[src/rtl/noc_pkg.sv]
// Shared NoC definitions for the router input-buffer bank.
//   DATASIZE_DEF     default flit width in bits
//   PORT_N..PORT_L   port index of each router input on the flattened buses
//   flit_t           one flit at the default width
package noc_pkg;

    localparam int DATASIZE_DEF = 40;

    localparam int PORT_N = 0;
    localparam int PORT_E = 1;
    localparam int PORT_S = 2;
    localparam int PORT_W = 3;
    localparam int PORT_L = 4;

    typedef logic [DATASIZE_DEF-1:0] flit_t;

endpackage

[src/rtl/noc_fifo_bank_if.sv]
// Handshake and status bundle of the router input-buffer bank.
// Port p of every bus sits at slice p.
//   master : link/arbiter side; drives data_in, valid_in, ready_in, err_clr
//   slave  : buffer bank; drives data_out, valid_out, full_out, afull_out,
//            pressure_out, peak_pressure, ovf_err, udf_err
interface noc_fifo_bank_if #(
    parameter int NPORTS   = 5,
    parameter int WIDTH    = 3,
    parameter int DATASIZE = 40
);
    logic [NPORTS*DATASIZE-1:0]  data_in;
    logic [NPORTS-1:0]           valid_in;
    logic [NPORTS-1:0]           ready_in;
    logic                        err_clr;
    logic [NPORTS*DATASIZE-1:0]  data_out;
    logic [NPORTS-1:0]           valid_out;
    logic [NPORTS-1:0]           full_out;
    logic [NPORTS-1:0]           afull_out;
    logic [NPORTS*(WIDTH+1)-1:0] pressure_out;
    logic [WIDTH:0]              peak_pressure;
    logic [NPORTS-1:0]           ovf_err;
    logic [NPORTS-1:0]           udf_err;

    modport master (
        output data_in, valid_in, ready_in, err_clr,
        input  data_out, valid_out, full_out, afull_out, pressure_out,
               peak_pressure, ovf_err, udf_err
    );

    modport slave (
        input  data_in, valid_in, ready_in, err_clr,
        output data_out, valid_out, full_out, afull_out, pressure_out,
               peak_pressure, ovf_err, udf_err
    );
endinterface

[src/rtl/noc_fifo_chan.sv]
// One first-word-fall-through FIFO channel of the input-buffer bank.
//   clk, rst_n    clock, async active-low reset
//   wr_data       flit to write; valid_in write request
//   ready_in      pop request
//   err_clr       clears the sticky error flags
//   data_out      head flit (0 while empty); valid_out non-empty
//   full_out      count == DEPTH; afull_out count >= AF_THRESH
//   count         registered occupancy 0..DEPTH
//   ovf_err       sticky: a write was dropped
//   udf_err       sticky: pop requested while empty
module noc_fifo_chan #(
    parameter int DEPTH     = 8,
    parameter int WIDTH     = 3,
    parameter int DATASIZE  = 40,
    parameter int AF_THRESH = 6
) (
    input  logic                clk,
    input  logic                rst_n,
    input  logic [DATASIZE-1:0] wr_data,
    input  logic                valid_in,
    input  logic                ready_in,
    input  logic                err_clr,
    output logic [DATASIZE-1:0] data_out,
    output logic                valid_out,
    output logic                full_out,
    output logic                afull_out,
    output logic [WIDTH:0]      count,
    output logic                ovf_err,
    output logic                udf_err
);
    localparam logic [WIDTH:0] DEPTH_C = (WIDTH+1)'(DEPTH);
    localparam logic [WIDTH:0] AF_C    = (WIDTH+1)'(AF_THRESH);

    logic [DATASIZE-1:0] mem [DEPTH];
    logic [WIDTH-1:0]    rd_ptr;
    logic [WIDTH-1:0]    wr_ptr;
    logic                rd_fire;
    logic                wr_fire;
    logic                ovf_ev;
    logic                udf_ev;

    assign valid_out = (count != '0);
    assign full_out  = (count == DEPTH_C);
    assign afull_out = (count >= AF_C);

    // A full FIFO still accepts a write when the head pops in the same cycle:
    // wr_ptr == rd_ptr then, and the write lands in the slot being freed.
    assign rd_fire = ready_in & valid_out;
    assign wr_fire = valid_in & (~full_out | rd_fire);
    assign ovf_ev  = valid_in & full_out & ~rd_fire;
    assign udf_ev  = ready_in & ~valid_out;

    // No bypass: a flit written into an empty FIFO shows up the next cycle.
    assign data_out = valid_out ? mem[rd_ptr] : '0;

    // Storage carries no reset; data_out is masked by valid_out instead.
    always_ff @(posedge clk) begin
        if (wr_fire) begin
            mem[wr_ptr] <= wr_data;
        end
    end

    always_ff @(posedge clk or negedge rst_n) begin
        if (!rst_n) begin
            rd_ptr  <= '0;
            wr_ptr  <= '0;
            count   <= '0;
            ovf_err <= 1'b0;
            udf_err <= 1'b0;
        end else begin
            // DEPTH == 2**WIDTH, so pointers wrap by plain overflow.
            if (wr_fire) wr_ptr <= wr_ptr + 1'b1;
            if (rd_fire) rd_ptr <= rd_ptr + 1'b1;
            case ({wr_fire, rd_fire})
                2'b10:   count <= count + 1'b1;
                2'b01:   count <= count - 1'b1;
                default: count <= count;
            endcase
            // A new error outranks a clear in the same cycle.
            if (ovf_ev)       ovf_err <= 1'b1;
            else if (err_clr) ovf_err <= 1'b0;
            if (udf_ev)       udf_err <= 1'b1;
            else if (err_clr) udf_err <= 1'b0;
        end
    end
endmodule

[src/rtl/noc_fifo_bank.sv]
// Router input-buffer bank: NPORTS independent FIFO channels, one per router
// input port, between the link inputs and the arbiter/crossbar.
//   fifo_clk   clock
//   rst_n      async active-low reset
//   bus        noc_fifo_bank_if slave: per-port write/pop handshakes, head
//              flits, fill flags, occupancy, sticky errors, and the
//              registered bank-wide peak occupancy
module noc_fifo_bank import noc_pkg::*; #(
    parameter int NPORTS    = 5,
    parameter int DEPTH     = 8,
    parameter int WIDTH     = 3,
    parameter int DATASIZE  = DATASIZE_DEF,
    parameter int AF_THRESH = 6
) (
    input  logic           fifo_clk,
    input  logic           rst_n,
    noc_fifo_bank_if.slave bus
);
    logic [WIDTH:0] cnt [NPORTS];
    logic [WIDTH:0] peak_next;
    logic [WIDTH:0] peak_q;

    for (genvar p = 0; p < NPORTS; p++) begin : g_chan
        noc_fifo_chan #(
            .DEPTH    (DEPTH),
            .WIDTH    (WIDTH),
            .DATASIZE (DATASIZE),
            .AF_THRESH(AF_THRESH)
        ) u_chan (
            .clk      (fifo_clk),
            .rst_n    (rst_n),
            .wr_data  (bus.data_in[p*DATASIZE +: DATASIZE]),
            .valid_in (bus.valid_in[p]),
            .ready_in (bus.ready_in[p]),
            .err_clr  (bus.err_clr),
            .data_out (bus.data_out[p*DATASIZE +: DATASIZE]),
            .valid_out(bus.valid_out[p]),
            .full_out (bus.full_out[p]),
            .afull_out(bus.afull_out[p]),
            .count    (cnt[p]),
            .ovf_err  (bus.ovf_err[p]),
            .udf_err  (bus.udf_err[p])
        );
        assign bus.pressure_out[p*(WIDTH+1) +: WIDTH+1] = cnt[p];
    end

    // Max over the pre-update counts; the register reports it one cycle later.
    always_comb begin
        peak_next = '0;
        for (int p = 0; p < NPORTS; p++) begin
            if (cnt[p] > peak_next) peak_next = cnt[p];
        end
    end

    always_ff @(posedge fifo_clk or negedge rst_n) begin
        if (!rst_n) peak_q <= '0;
        else        peak_q <= peak_next;
    end

    assign bus.peak_pressure = peak_q;
endmodule

[src/flat_wrapper.sv]
// flat-port wrapper written by rule: the top's interface ports become plain ports
module noc_fifo_bank_flat import noc_pkg::*;
#(
    parameter int NPORTS    = 5,
    parameter int DEPTH     = 8,
    parameter int WIDTH     = 3,
    parameter int DATASIZE  = DATASIZE_DEF,
    parameter int AF_THRESH = 6
)
  (fifo_clk, rst_n, bus_data_in, bus_valid_in, bus_ready_in, bus_err_clr, bus_data_out, bus_valid_out, bus_full_out, bus_afull_out, bus_pressure_out, bus_peak_pressure, bus_ovf_err, bus_udf_err);
  noc_fifo_bank_if #(.NPORTS(NPORTS), .WIDTH(WIDTH), .DATASIZE(DATASIZE)) bus_i ();
  input  logic fifo_clk;
  input  logic rst_n;
  input wire logic [$bits(bus_i.data_in)-1:0] bus_data_in;
  input wire logic [$bits(bus_i.valid_in)-1:0] bus_valid_in;
  input wire logic [$bits(bus_i.ready_in)-1:0] bus_ready_in;
  input wire logic [$bits(bus_i.err_clr)-1:0] bus_err_clr;
  output wire logic [$bits(bus_i.data_out)-1:0] bus_data_out;
  output wire logic [$bits(bus_i.valid_out)-1:0] bus_valid_out;
  output wire logic [$bits(bus_i.full_out)-1:0] bus_full_out;
  output wire logic [$bits(bus_i.afull_out)-1:0] bus_afull_out;
  output wire logic [$bits(bus_i.pressure_out)-1:0] bus_pressure_out;
  output wire logic [$bits(bus_i.peak_pressure)-1:0] bus_peak_pressure;
  output wire logic [$bits(bus_i.ovf_err)-1:0] bus_ovf_err;
  output wire logic [$bits(bus_i.udf_err)-1:0] bus_udf_err;
  assign bus_i.data_in = bus_data_in;
  assign bus_i.valid_in = bus_valid_in;
  assign bus_i.ready_in = bus_ready_in;
  assign bus_i.err_clr = bus_err_clr;
  assign bus_data_out = bus_i.data_out;
  assign bus_valid_out = bus_i.valid_out;
  assign bus_full_out = bus_i.full_out;
  assign bus_afull_out = bus_i.afull_out;
  assign bus_pressure_out = bus_i.pressure_out;
  assign bus_peak_pressure = bus_i.peak_pressure;
  assign bus_ovf_err = bus_i.ovf_err;
  assign bus_udf_err = bus_i.udf_err;
  noc_fifo_bank #(.NPORTS(NPORTS), .DEPTH(DEPTH), .WIDTH(WIDTH), .DATASIZE(DATASIZE), .AF_THRESH(AF_THRESH)) u_core (.fifo_clk(fifo_clk), .rst_n(rst_n), .bus(bus_i));
endmodule
[config.mk]
export PLATFORM = sky130hd
export DESIGN_NAME = noc_fifo_bank_flat
export DESIGN_NICKNAME = d
export VERILOG_FILES = /design/src/rtl/noc_pkg.sv /design/src/rtl/noc_fifo_bank_if.sv /design/src/rtl/noc_fifo_chan.sv /design/src/rtl/noc_fifo_bank.sv /design/src/flat_wrapper.sv
export SDC_FILE = /design/constraint.sdc
export NUM_CORES = 2
export LEC_CHECK = 0
export BUFFER_PORTS_ARGS = -buffer_cell sky130_fd_sc_hd__buf_2
export CORE_MARGIN = 3
export CORE_UTILIZATION = 30
export CTS_BUF_LIST = sky130_fd_sc_hd__clkbuf_16
export DETAILED_ROUTE_END_ITERATION = 8
export PLACE_DENSITY = 0.51
export SLEW_MARGIN = 20
export SYNTH_ARGS = -nofsm -noshare
export SYNTH_HDL_FRONTEND = slang
export SYNTH_HIERARCHICAL = 1
export SYNTH_SLANG_ARGS = --single-unit
[constraint.sdc]
create_clock -name fifo_clk -period 11.4 [get_ports fifo_clk]
set_input_delay 2.28 -clock fifo_clk [delete_from_list [all_inputs] [get_ports fifo_clk]]
set_output_delay 2.28 -clock fifo_clk [all_outputs]
set_load 0.01 [all_outputs]
==> impl_metrics.toml <==
[min_path]
hold_class = "flop to flop"

[pwr]
power.leakage_nw = 25.0
p_clk_frac = 0.268
p_sw_mw = 6.74
swShare = 0.328
p_int_mw = 13.8
peakVddDrop_uv = 195
p_seq_frac = 0.404
power_frac_comb = 0.327
power.density_nw_per_um2 = 271

[route]
drc = 0
vias = 30576
routedWlPerCell_um = 24.9
dr.first_iter.drc_count = 2064
dr.pass1.iters = 5
drt-total-wl_um = 158000
vias_per_cell = 4.80
final_antenna_net_count = 0

[grt]
grt-ovfl-total = 0
grt_max_degree = 67
grt.total_usage = 0.143
grt_pass1_wl_um = 229000
antenna_found_initial = 46
grt_pass1_vias = 31976

[sta]
rsz0062_at_grt = "false"
final.min_clock_period_ns = 6.26
whs_ns = 0.524
finalClockSkew_ns = 0.0463
tightestPinTransition_ns = 1.06
maxSlewViolCount = 0
timing.final.crit_share = 0.549
clock.fmax_mhz = 160
final_hold_viol_count = 0
setup_tns_ns = 0
finalWorstSetupSlack_ns = 5.14
finalSetupViolCount = 0
timing.slew.headroom = 0.295

[yosys]
synth_cell_types = 63
synth_common_cells = "1,600 x edfxtp_1, 400 x mux4_2, 200 x a22o_1, 76 x clkbuf_1, 64 x dfrtp_1"
synthesis.nets = 3079
avgSynthCellArea_um2 = 22.6
yosysTopAreaCellShare = 0.748
synth_cells = 2838
synth_ff_type = "edfxtp_1"
synth_edf_count = 1600
synth.most_common_cell = "edfxtp_1"
synthAdderAreaFrac = 0.00545
yosysWarnings = 6
synthMuxAreaShare = 0.143
synth_seq_cells = 1664
synth_top_family_by_area = "multiplexers"
yosysSeqAreaShare = 0.773
synth-xor-area-share = 0.00434
netlist.top_cell.by_area = "edfxtp_1"
synth_compound_area_frac = 0.0416
synth_area_leaders = "edfxtp_1 75%, mux4_2 14%, a22o_1 2.7%"
synth-simple-area-share = 0.0162
synth_area_um2 = 64200
synth-async-reset-ratio = 0.0385

[placement]
numPortBuffers = 461
gp_congestion = 0.721
dp_hpwl_um = 90200
place_ws_ns = 5.16
dp.cells = 6022

[setup_path]
cp_top_family = "compound AO/OA/AOI/OAI gates"
max_stage_delay_ns = 0.69
worst_path_most_repeated_cell = "ha_1"
critPathKind = "flop to flop"
cp-start-kind = "flop"
crit_buf_inv = 1
critPathCaptureType = "flop"
crit_path_cell_trace = "inv_1, ha_1, and2b_1, o211ai_2, a21oi_4, mux2_2, ha_1, nand2b_1, o21a_1, a221oi_1, o22ai_1, a32oi_1, mux2_2, ha_1, a21oi_1, a31oi_1, a21oi_1, nand3_1, or2_2, and2_1, ha_1, a21oi_1, a41o_1, mux2_4"
rrSetupSlack_ns = 5.14
cp.arrival_ns = 6.97
critPathMaxFanout = 18
worstPathRequired_ns = 12.11
cp_slowest_cell = "dfrtp_1"

[finish]
finalNonFillerCells = 6366
fin_util = 0.356
fill_cells = 19649
drive_gt1_frac = 0.361
design.final.nets = 3627
syn2layout_area_growth_pct = 17.8

[cts]
cts_tree = "built"
post_cts_resized = 0
ctsRootBufferMaster = "clkbuf_16"
clockBufferDepth = 3
cts_sinks = 1664
htree_num_levels = 4
ctsHoldBuffers = 0
cts_made_buffers = 181
postCtsSetupBuffers = 0
worstSkewPairLatency_ns = 0.83
clk_pin_slew_worst_paths_ns = 0.06

[die]
die_x_um = 469
die_area_um2 = 220000
dieHeight_um = 469
pin_count = 462
coreArea_um2 = 213000
initial_core_util = 0.302
fp-row-count = 169

[job]
max_cap_viol_count = 0

[run_status]
status = "complete, no violations"
## flip-flops by register name (all words and copies together), names as in the netlist
signal / cells
u_core/g_chan.u_chan/count: 20
u_core/g_chan.u_chan/wr_ptr: 15
u_core/bus.peak_pressure: 4
u_core/g_chan.u_chan/ovf_err: 5
u_core/g_chan.u_chan/mem: 1600
u_core/g_chan.u_chan/udf_err: 5
u_core/g_chan.u_chan/rd_ptr: 15
## metal layers
metal  GRT usage  vias up  share of wire  routed length (µm)
li1            -    13266              -                   -
met1       0.182    16297           0.42               66500
met2       0.239      722           0.50               79000
met3      0.0355      263          0.054                8540
met4      0.0433       28          0.027                4220
met5           0        -         0.0012                 192
## power groups by stage
stage	sequential, mW	combinational [mW]	clock, mW
3_3_place_gp	8.45	6.87	0
2_1_floorplan	8.10	4.69	0
6_report	8.30	6.72	5.51
5_1_grt	8.41	7.28	5.96
3_5_place_dp	8.49	6.87	0
4_1_cts	8.36	6.89	5.71
## cell usage in the layout, fill, tap and decap left out, types with 9 or more instances in the layout
cell type  netlist  routed
nor3_2           0      20
diode_2          0      11
clkinv_2         0      24
dfrtp_1         64      54
mux4_2         400     400
edfxtp_1      1600    1600
buf_2           55     460
ha_1            28      28
o22ai_1         11      11
nor2_1          26      11
o211ai_1        15      15
a21oi_1         13      13
nor2_4           0      15
nand3_1         17      17
and3_1          11      11
buf_4            0      70
nand2b_1        19      19
inv_1           31      75
xnor2_1         25      25
dfrtp_4          0      10
nand2_1         34      34
clkbuf_16        0     183
bufinv_16        0       9
clkinv_1         0      47
nand4_1         10      10
a22o_1         200     200
## tightest hold or removal path, stage by stage, from the launching register on
cell	delay [ns]
dfrtp_1	0.37
inv_1	0.05
o22ai_1	0.06
## final timing paths
check | depth (start not counted) | end | from
worst max register to register | 24 | u_core/bus.peak_pressure[0] | u_core/g_chan[0].u_chan/count[1]
min in group asynchronous | 1 | u_core/g_chan[0].u_chan/count[3] | rst_n
worst min-delay path | 2 | u_core/g_chan[3].u_chan/ovf_err | u_core/g_chan[3].u_chan/ovf_err
max in group asynchronous | 2 | u_core/g_chan[4].u_chan/rd_ptr[0] | rst_n
worst max-delay path | 24 | u_core/bus.peak_pressure[0] | u_core/g_chan[0].u_chan/count[1]
worst min register to register | 2 | u_core/g_chan[3].u_chan/ovf_err | u_core/g_chan[3].u_chan/ovf_err
## area by class of cell
type / instances / area [µm²] / area share
flip-flops and latches: 1664 / 49700 / 0.657
multi-input cells: 976 / 13800 / 0.182
clock buffers: 183 / 4580 / 0.0605
well taps: 2821 / 3530 / 0.0467
repair buffers: 532 / 2880 / 0.0380
clock inverters: 148 / 1060 / 0.0141
inverters: 31 / 116 / 0.00154
diodes: 11 / 27.5 / 0.000364
## per-stage QoR
| step | total power [mW] | cell area [µm²] |
|---|---|---|
| 6_report | 20.5 | 75700 |
| 2_1_floorplan | 12.8 | 64200 |
| 4_1_cts | 21.0 | 75600 |
| 3_3_place_gp | 15.3 | 69900 |
| 3_5_place_dp | 15.4 | 69900 |
| 5_1_grt | 21.7 | 75600 |
## cell families (layout without fill, tap and decap cells)
kind of cell,Yosys count,count (layout)
other,0,11
buffers and inverters,198,894
AO/OA/AOI/OAI,317,317
XOR/XNOR,31,31
flip-flops,1664,1664
multiplexers,412,412
adder cells (fa/ha/maj),28,28
AND/OR/NAND/NOR,188,188
Note: power is estimated with default switching activity, not from simulation.
